### src/rtl/interboard_tx_arbiter.sv
// interboard_tx_arbiter: two-requester message arbiter in front of the
// inter-board link. Each requester has a 2-entry FIFO; one message at a time
// is handed to the link transmitter (IDLE -> ISSUE -> WAIT_READY).
// Optional feature macro: TX_TIMEOUT_EN (WAIT_READY timeout with retries).
module interboard_tx_arbiter #(
  parameter int TIMEOUT_CYCLES = 1024,
  parameter int MAX_RETRY      = 3
) (
  input  logic       clk,
  input  logic       rst,
  input  logic       interboard_rst,
  input  logic       req0_en,
  input  logic [2:0] req0_msg_type,
  input  logic [4:0] req0_number,
  input  logic       req1_en,
  input  logic [2:0] req1_msg_type,
  input  logic [4:0] req1_number,
  input  logic       inter_ready,
  output logic       ctrl_en,
  output logic [2:0] ctrl_msg_type,
  output logic [4:0] ctrl_number,
  output logic       transmit,
  output logic       req0_full,
  output logic       req1_full,
  output logic       req0_done,
  output logic       req1_done,
  output logic [1:0] overflow,
  output logic       tx_error
);

  typedef enum logic [1:0] {IDLE, ISSUE, WAIT_READY} state_t;

  state_t     state_reg, state_next;
  logic       any_rst;
  logic [1:0] push_en;
  logic [7:0] push_data [2];
  logic [1:0] fifo_empty;
  logic [1:0] fifo_full;
  logic [1:0] fifo_drop;
  logic [1:0] pop_en;
  logic [7:0] fifo_head [2];
  logic       grant_valid;
  logic       grant_idx;
  logic       load_grant;
  logic       issue_now;
  logic       done_now;
  logic       last_grant_reg;
  logic       owner_reg;
  logic [2:0] ctrl_type_reg;
  logic [4:0] ctrl_num_reg;
`ifdef TX_TIMEOUT_EN
  logic       timeout_hit;
  logic       retry_ok;
  logic       retry_now;
  logic       abandon_now;
  logic [15:0] timeout_cnt_reg;
  logic [2:0]  retry_cnt_reg;
`endif

  // Either reset source has identical effect.
  assign any_rst = rst | interboard_rst;

  assign push_en      = {req1_en, req0_en};
  assign push_data[0] = {req0_msg_type, req0_number};
  assign push_data[1] = {req1_msg_type, req1_number};

  // One 2-entry FIFO per requester; a push into a full FIFO is still taken
  // when that FIFO is being popped in the same cycle.
  for (genvar gi = 0; gi < 2; gi++) begin : g_fifo
    logic [7:0] mem_reg [2];
    logic       wr_ptr_reg;
    logic       rd_ptr_reg;
    logic [1:0] count_reg;
    logic       push_ok;

    assign fifo_empty[gi] = (count_reg == 2'd0);
    assign fifo_full[gi]  = (count_reg == 2'd2);
    assign fifo_head[gi]  = mem_reg[rd_ptr_reg];
    assign push_ok        = push_en[gi] & (~fifo_full[gi] | pop_en[gi]);
    assign fifo_drop[gi]  = push_en[gi] & ~push_ok;

    // FIFO storage, pointers and occupancy.
    always_ff @(posedge clk) begin
      if (any_rst) begin
        wr_ptr_reg <= 1'b0;
        rd_ptr_reg <= 1'b0;
        count_reg  <= 2'd0;
      end else begin
        if (push_ok) begin
          mem_reg[wr_ptr_reg] <= push_data[gi];
          wr_ptr_reg          <= ~wr_ptr_reg;
        end
        if (pop_en[gi]) begin
          rd_ptr_reg <= ~rd_ptr_reg;
        end
        count_reg <= count_reg + {1'b0, push_ok} - {1'b0, pop_en[gi]};
      end
    end
  end

  // Round-robin pick: on a tie the requester not served last wins.
  always_comb begin
    grant_valid = ~(fifo_empty[0] & fifo_empty[1]);
    if (!fifo_empty[0] && !fifo_empty[1]) begin
      grant_idx = ~last_grant_reg;
    end else begin
      grant_idx = fifo_empty[0];
    end
  end

`ifdef TX_TIMEOUT_EN
  assign timeout_hit = (state_reg == WAIT_READY) &&
                       (timeout_cnt_reg == 16'(TIMEOUT_CYCLES - 1));
  assign retry_ok    = (retry_cnt_reg < 3'(MAX_RETRY));
`endif

  // Next-state and per-cycle control decode.
  always_comb begin
    state_next = state_reg;
    pop_en     = 2'b00;
    load_grant = 1'b0;
    issue_now  = 1'b0;
    done_now   = 1'b0;
`ifdef TX_TIMEOUT_EN
    retry_now   = 1'b0;
    abandon_now = 1'b0;
`endif
    case (state_reg)
      IDLE: begin
        if (grant_valid) begin
          load_grant        = 1'b1;
          pop_en[grant_idx] = 1'b1;
          state_next        = ISSUE;
        end
      end
      ISSUE: begin
        issue_now  = 1'b1;
        state_next = WAIT_READY;
      end
      WAIT_READY: begin
        if (inter_ready) begin
          done_now   = 1'b1;
          state_next = IDLE;
        end
`ifdef TX_TIMEOUT_EN
        else if (timeout_hit) begin
          if (retry_ok) begin
            retry_now  = 1'b1;
            state_next = ISSUE;
          end else begin
            abandon_now = 1'b1;
            state_next  = IDLE;
          end
        end
`endif
      end
      default: state_next = IDLE;
    endcase
  end

  // State, round-robin history and the held message presented to the link.
  always_ff @(posedge clk) begin
    if (any_rst) begin
      state_reg      <= IDLE;
      last_grant_reg <= 1'b1;
      owner_reg      <= 1'b0;
      ctrl_type_reg  <= 3'd0;
      ctrl_num_reg   <= 5'd0;
    end else begin
      state_reg <= state_next;
      if (load_grant) begin
        last_grant_reg                <= grant_idx;
        owner_reg                     <= grant_idx;
        {ctrl_type_reg, ctrl_num_reg} <= fifo_head[grant_idx];
      end
    end
  end

`ifdef TX_TIMEOUT_EN
  // Cycles spent in WAIT_READY and retries used for the current message.
  always_ff @(posedge clk) begin
    if (any_rst) begin
      timeout_cnt_reg <= 16'd0;
      retry_cnt_reg   <= 3'd0;
    end else begin
      if (state_reg == WAIT_READY && state_next == WAIT_READY) begin
        timeout_cnt_reg <= timeout_cnt_reg + 16'd1;
      end else begin
        timeout_cnt_reg <= 16'd0;
      end
      if (load_grant) begin
        retry_cnt_reg <= 3'd0;
      end else if (retry_now) begin
        retry_cnt_reg <= retry_cnt_reg + 3'd1;
      end
    end
  end

  assign tx_error = ~any_rst & abandon_now;
`else
  assign tx_error = 1'b0;
`endif

  // Outputs are forced low while either reset is held.
  assign ctrl_en       = ~any_rst & issue_now;
  assign transmit      = ~any_rst & (state_reg != IDLE);
  assign ctrl_msg_type = any_rst ? 3'd0 : ctrl_type_reg;
  assign ctrl_number   = any_rst ? 5'd0 : ctrl_num_reg;
  assign req0_full     = ~any_rst & fifo_full[0];
  assign req1_full     = ~any_rst & fifo_full[1];
  assign req0_done     = ~any_rst & done_now & ~owner_reg;
  assign req1_done     = ~any_rst & done_now & owner_reg;
  assign overflow      = any_rst ? 2'b00 : fifo_drop;

endmodule

### config.mk
export PLATFORM = sky130hd
export DESIGN_NAME = interboard_tx_arbiter
export DESIGN_NICKNAME = d
export VERILOG_FILES = /design/src/rtl/interboard_tx_arbiter.sv
export SDC_FILE = /design/constraint.sdc
export NUM_CORES = 1
export LEC_CHECK = 0
export BUFFER_PORTS_ARGS = -buffer_cell sky130_fd_sc_hd__buf_4
export CAP_MARGIN = 10
export CORE_MARGIN = 2
export CORE_UTILIZATION = 49
export CTS_CLUSTER_DIAMETER = 120
export CTS_CLUSTER_SIZE = 12
export DETAILED_ROUTE_END_ITERATION = 10
export GPL_TIMING_DRIVEN = 0
export PLACE_DENSITY = 0.73
export SETUP_SLACK_MARGIN = 0.1
export SLEW_MARGIN = 20
export SYNTH_ARGS = -nofsm -noshare
export SYNTH_HDL_FRONTEND = slang
export SYNTH_SLANG_ARGS = --single-unit
### constraint.sdc
create_clock -name clk -period 2 [get_ports clk]
set_clock_uncertainty 0.1 [all_clocks]
set_input_delay 0.3 -clock clk [delete_from_list [all_inputs] [get_ports clk]]
set_output_delay 0.3 -clock clk [all_outputs]
set_load 0.005 [all_outputs]
* Yosys cells after proc, flatten, opt, wreduce, memory -nomap -nowiden
Memory sizes are Yosys's and may differ from the RTL's. A register that Yosys moved wholly into a read port is not among the register bits. Index checks and enable logic that the tools add are counted. Widths: inputs -> output; s select.
Word-level totals: flip-flop bits (word level) 20, output and inout bits 17, bits in writable memories 32, bits of input ports 22, memories kept 2, logic and storage cells 91
Operators by class: magnitude comparators 3, bitwise operators 27, eq/ne operators 6, reduce and logical (&&, ||, !) cells 9, muxes and demuxes 29, add/sub/neg operators 4
Memory list:
- g_fifo[0].mem_reg | depth 2, bits a word 8, read ports 1, clocked after Yosys merged registers in 1, write ports 1, RTL line 70 | logic [7:0] mem_reg [2];
- g_fifo[1].mem_reg | depth 2, bits a word 8, read ports 1, clocked after Yosys merged registers in 1, write ports 1, RTL line 70
Operators by type and width (number):
- $mux 8 | 3
- $mux 1 | 17
- $and 1x1->1 | 12
- $not 1->1 | 11
- $mux 2 | 5
- $eq 2x2->1 const B | 3
- $logic_not 2->1 | 3
- $pmux 2 s3 | 1
- $mux 5 | 1
- $add 2x1->2 | 2
- $ne 2x2->1 const B | 2
- $sub 2x1->2 | 2
- $mux 3 | 1
- $or 1x1->1 | 3
- $eq 2x1->1 const B | 1
- $ge 2x2->1 const B | 1
- $logic_and 1x1->1 | 2
- $logic_not 1->1 | 2
- $lt 1x2->1 const B | 1
- $not 1->2 | 1
- $reduce_and 2->1 | 1
- $reduce_bool 2->1 | 1
- $demux 1 s1 | 1
- $ge 1x1->1 const B | 1

* Logic depth before layout (Yosys ltp)
word-level depth 15, mapped depth 9, depth with buffers taken out 9

* Worst setup path after synthesis
No wires, ideal clock.
path kind reg-to-reg, start register g_fifo[0].count_reg[1], end register g_fifo[0].count_reg[1], path slack 87 ps, data arrival time 1685 ps, data required time 1772 ps, cell stages (with the launch flop) 10, period minus slack after synthesis 1913 ps, cells stage by stage dfxtp_1 -> or2_4 -> and3_1 -> buf_2 -> ha_1 -> inv_1 -> ha_1 -> xor2_1 -> xnor2_1 -> nor2_1
On the way: word-level cells in the longest chain between the ends 14
Ends and longest elaborated chain:
- start, declared | RTL line 73 | logic [1:0] count_reg;
- start signal, assigned | RTL line 96 | count_reg <= count_reg + {1'b0, push_ok} - {1'b0, pop_en[gi]};
- $logic_not 2->1 * | RTL line 76 | assign fifo_empty[gi] = (count_reg == 2'd0);
- $logic_not 1->1 | RTL line 104 | if (!fifo_empty[0] && !fifo_empty[1]) begin
- $logic_and 1x1->1 | RTL line 104
- $mux 1 | RTL line 104
- $lt 1x2->1 (implied by the code) or $ge 1x1->1 (tied branches) | RTL line 132 | pop_en[grant_idx] = 1'b1;
- $logic_and 1x1->1 (implied by the code) | RTL line 132
- $mux 1 (implied by the code) | RTL line 132
- $demux 1 s1 | RTL line 132
- $mux 2 * | RTL line 130 | if (grant_valid) begin
- $mux 2 * | RTL line 128 | case (state_reg)
- net pop_en[0] | RTL line 40 | logic [1:0] pop_en;
- $or 1x1->1 | RTL line 79 | assign push_ok = push_en[gi] & (~fifo_full[gi] | pop_en[gi]);
- $and 1x1->1 | RTL line 79
- $add 2x1->2 | RTL line 96
- $sub 2x1->2 * | RTL line 96
The timed path passes the listed nets; every way through them passes the cells marked *. A chain may end at the register's enable or synchronous reset.

* Worst setup path after layout
start register g_fifo[0].count_reg[0], end register g_fifo[0].count_reg[1]
Same word-level chain as after synthesis.

==> results by group <==
Timing
  – Final setup viols: 0
  – Final worst setup slack: slightly below 80 ps
  – Tmin final: 1920 ps
  – Max-slew violation count: 0
  – Max Fclk: 520 MHz
  – RSZ-0062 raised after global routing: yes
  – Hold slack: 74.2 ps
  – Final hold viol count: 0
  – Max_slew headroom: 54.0%
  – Final period utilization: between 90 and 100%
  – Worst-Margin Slew: slightly below 700 ps

Synth
  – Syn_nets: 209
  – FF+latch count, synth: 54
  – Post-synthesis cell type count: 33
  – Sequential element share of the synthesized area: 62.6%
  – Cell area after synthesis: 2240 um^2
  – Avg Synthesized Cell Area: about 12 um^2
  – Syn Inst Count: between 150 and 200
  – Synth warnings: 0

Setup path
  – Crit path buf inv count: 2
  – Largest stage delay, worst path: 340 ps
  – Crit path launch type: register
  – Slowest cell on the critical path: dfxtp_2
  – Worst path cell trace: or2_4, and3_4, buf_6, ha_4, inv_2, ha_4, xor2_2, xnor2_1, nor2_1
  – Crit path depth: 9
  – Critical path's most frequent cell: ha_4
  – Worst EP required: 2080 ps
  – Worst R2R End: g_fifo[0].count_reg[1]
  – CP top delay family: simple AND/OR/NAND/NOR gates
  – Crit-path max FO: 4
  – R2R Path Start: g_fifo[0].count_reg[0]
  – Worst Setup SP: g_fifo[0].count_reg[0]
  – R2r setup slk: 80 ps
  – Kind of critical path: reg2reg
  – Arrival time at the worst endpoint: about 2000 ps
  – Worst r2r path cells: 9
  – Worst Setup End Kind: register
  – Critical Path End: g_fifo[0].count_reg[1]

Floorplanning
  – I/O pins: 39
  – Core footprint: 4380 um^2
  – Total Die Area: 5120 um^2
  – Rows: 24
  – Die X: 71.6 um
  – Initial Utilization: 51.0%
  – Die height: roughly 70 um

Drt
  – Remaining DRCs: 0
  – Vias: 1,436
  – DRT iter0 DRCs: 65
  – Antenna Nets Post-Route: 0
  – Avg WL per Cell: 14.3 um
  – Total Routed Length: just over 4000 um
  – Detailed Routing Iterations Pass 1: 4
  – Via density: 5.02

CTS
  – Clock sink count: between 50 and 60
  – Worst-Skew Late Latency: 300 ps
  – Root Driver: clkbuf_8
  – Cts-stage hold buffer count: 0
  – Deepest clock path buffer count: 2
  – Clock-pin slew on the worst setup and hold paths: 90 ps
  – H-tree levels: 2
  – Total CTS buffers: 5
  – CTS tree: built

Layout
  – Final instance area: 2830 um^2
  – N_diodes: 0
  – Final core occ: 64.4%
  – Nets: about 260
  – Multi-input gate area: between 800 and 900 um^2
  – Register area: 1410 um^2
  – Layout cell share with drive strength beyond 1: 36.3%
  – Number of flip-flops in the largest register: 32
  – Area added between synthesis and finish: 26.3%
  – Fillers: 350

Place
  – Dpl ws: -461 ps
  – I/O Buffers: 37
  – Placed instance area: 2580 um^2
  – Final Wtd Congestion: between 0.7 and 0.8
  – Post-DP HPWL: about 3000 um

Global routing
  – Number of global-route vias before repair: 1,417
  – Total GRT Usage: 16.9%
  – Largest net degree at the start of global routing: 17
  – Remaining Overflow, GRT: 0
  – First-pass GRT wire length: between 6000 and 7000 um
  – Initial antenna violation count: 0

Power
  – Worst vdd ir: 0.000356 V
  – Leakage: about 1.1 nW
  – Power Density: between 800 and 900 nW/um^2
  – Tot Pwr: 2.30 mW

Run
  – Max cap viols: 0

Worst hold path
  – Hold Path Class: in2reg

Status
  – Status: finished clean
## routing by layer
metal | up-vias | wire [um] | track usage [%]
li1 | 729 | - | -
met1 | 667 | 1730 | 20.0
met2 | 34 | 2110 | 29.6
met3 | 6 | 191 | 3.38
met4 | 0 | 53 | 7.55
met5 | - | 0 | 0
## logic make-up after synthesis
family / after synthesis / share of synthesized area [%]
multiplexers: 25 / 11.6
AND/OR/NAND/NOR: 53 / 10.9
AO/OA/AOI/OAI: 19 / 5.98
adder cells (fa/ha/maj): 4 / 2.24
XOR/XNOR: 6 / 2.35
buffers and inverters: 21 / 4.08
other: 1 / 0.168
flip-flops: 54 / 62.6
## Yosys cell counts, drive strengths merged
| library cell | count | area (um^2) |
|---|---|---|
| conb | 1 | 3.75 |
| clkbuf | 3 | 13.8 |
| o21bai | 1 | 7.51 |
| nand2 | 14 | 55.1 |
| xor2 | 2 | 17.5 |
| nor2b | 1 | 6.26 |
| edfxtp | 32 | 961 |
| dfxtp | 22 | 440 |
| mux2 | 8 | 90.1 |
| o21ai | 3 | 15.0 |
| ha | 4 | 50.1 |
| nor3 | 1 | 5.00 |
| and4 | 1 | 8.76 |
| buf | 4 | 25.0 |
| inv | 14 | 52.6 |
| or3 | 1 | 6.26 |
| nand3 | 3 | 15.0 |
| a21o | 3 | 22.5 |
| mux2i | 17 | 170 |
| o22ai | 8 | 50.1 |
| a21oi | 3 | 18.8 |
| and3 | 1 | 6.26 |
| a211oi | 1 | 20.0 |
| xnor2 | 4 | 35.0 |
| or2 | 3 | 21.3 |
| nor2 | 22 | 82.6 |
| and2 | 2 | 12.5 |
| nand2b | 4 | 25.0 |
## cells in the final DEF (no fill, tap or decap), drive strengths merged
master   n
bufinv   1
clkinv   1
mux2i   17
or3      1
a21oi    3
nand2   14
nand2b   4
nand3    3
o21bai   1
a21o     3
edfxtp  32
and4     1
a211oi   1
dfxtp   22
ha       4
and3     1
clkbuf   9
buf     47
o22ai    8
or2      3
xor2     2
nor2b    1
and2     2
nor3     1
xnor2    4
mux2     8
nor2    22
o21ai    3
conb     1
inv     14
## power by group
part           switching [mW]  internal [mW]  total, mW
Sequential             0.0225           1.22       1.24
Combinational           0.168          0.181      0.349
Clock                   0.332          0.370      0.702
Total                   0.523           1.77       2.30
## through the flow
stage	std cells	setup TNS, ps
2_1_floorplan	183	0
3_3_place_gp	272	-6160
3_5_place_dp	272	-7150
4_1_cts	286	0
5_1_grt	286	0
6_report	286	0
## repair_timing
action,CTS,global route
pin swaps,5,5
setup endpoints to repair,25,29
resized for setup,9,11
setup buffers,6,0
## layout make-up
class,count,area share [%]
clock inverters,2,1.20
flip-flops and latches,54,49.7
clock buffers,6,2.57
plain buffers,7,1.59
repair buffers,43,11.6
multi-input cells,108,29.2
well taps,52,2.30
inverters,14,1.86
## how the worst min path moves through the flow
| stage | cells past startpoint | start | end |
|---|---|---|---|
| 5_1_grt | 1 | req1_number[0] | g_fifo[1].mem_reg[0][0] |
| 3_3_place_gp | 2 | g_fifo[1].wr_ptr_reg | g_fifo[1].wr_ptr_reg |
| 3_5_place_dp | 2 | g_fifo[1].wr_ptr_reg | g_fifo[1].wr_ptr_reg |
| 2_1_floorplan | 0 | req0_number[0] | g_fifo[0].mem_reg[0][0] |
| 6_report | 1 | req1_number[0] | g_fifo[1].mem_reg[0][0] |
| 4_1_cts | 1 | req1_number[0] | g_fifo[1].mem_reg[0][0] |
(Power assumes the default switching activity.)
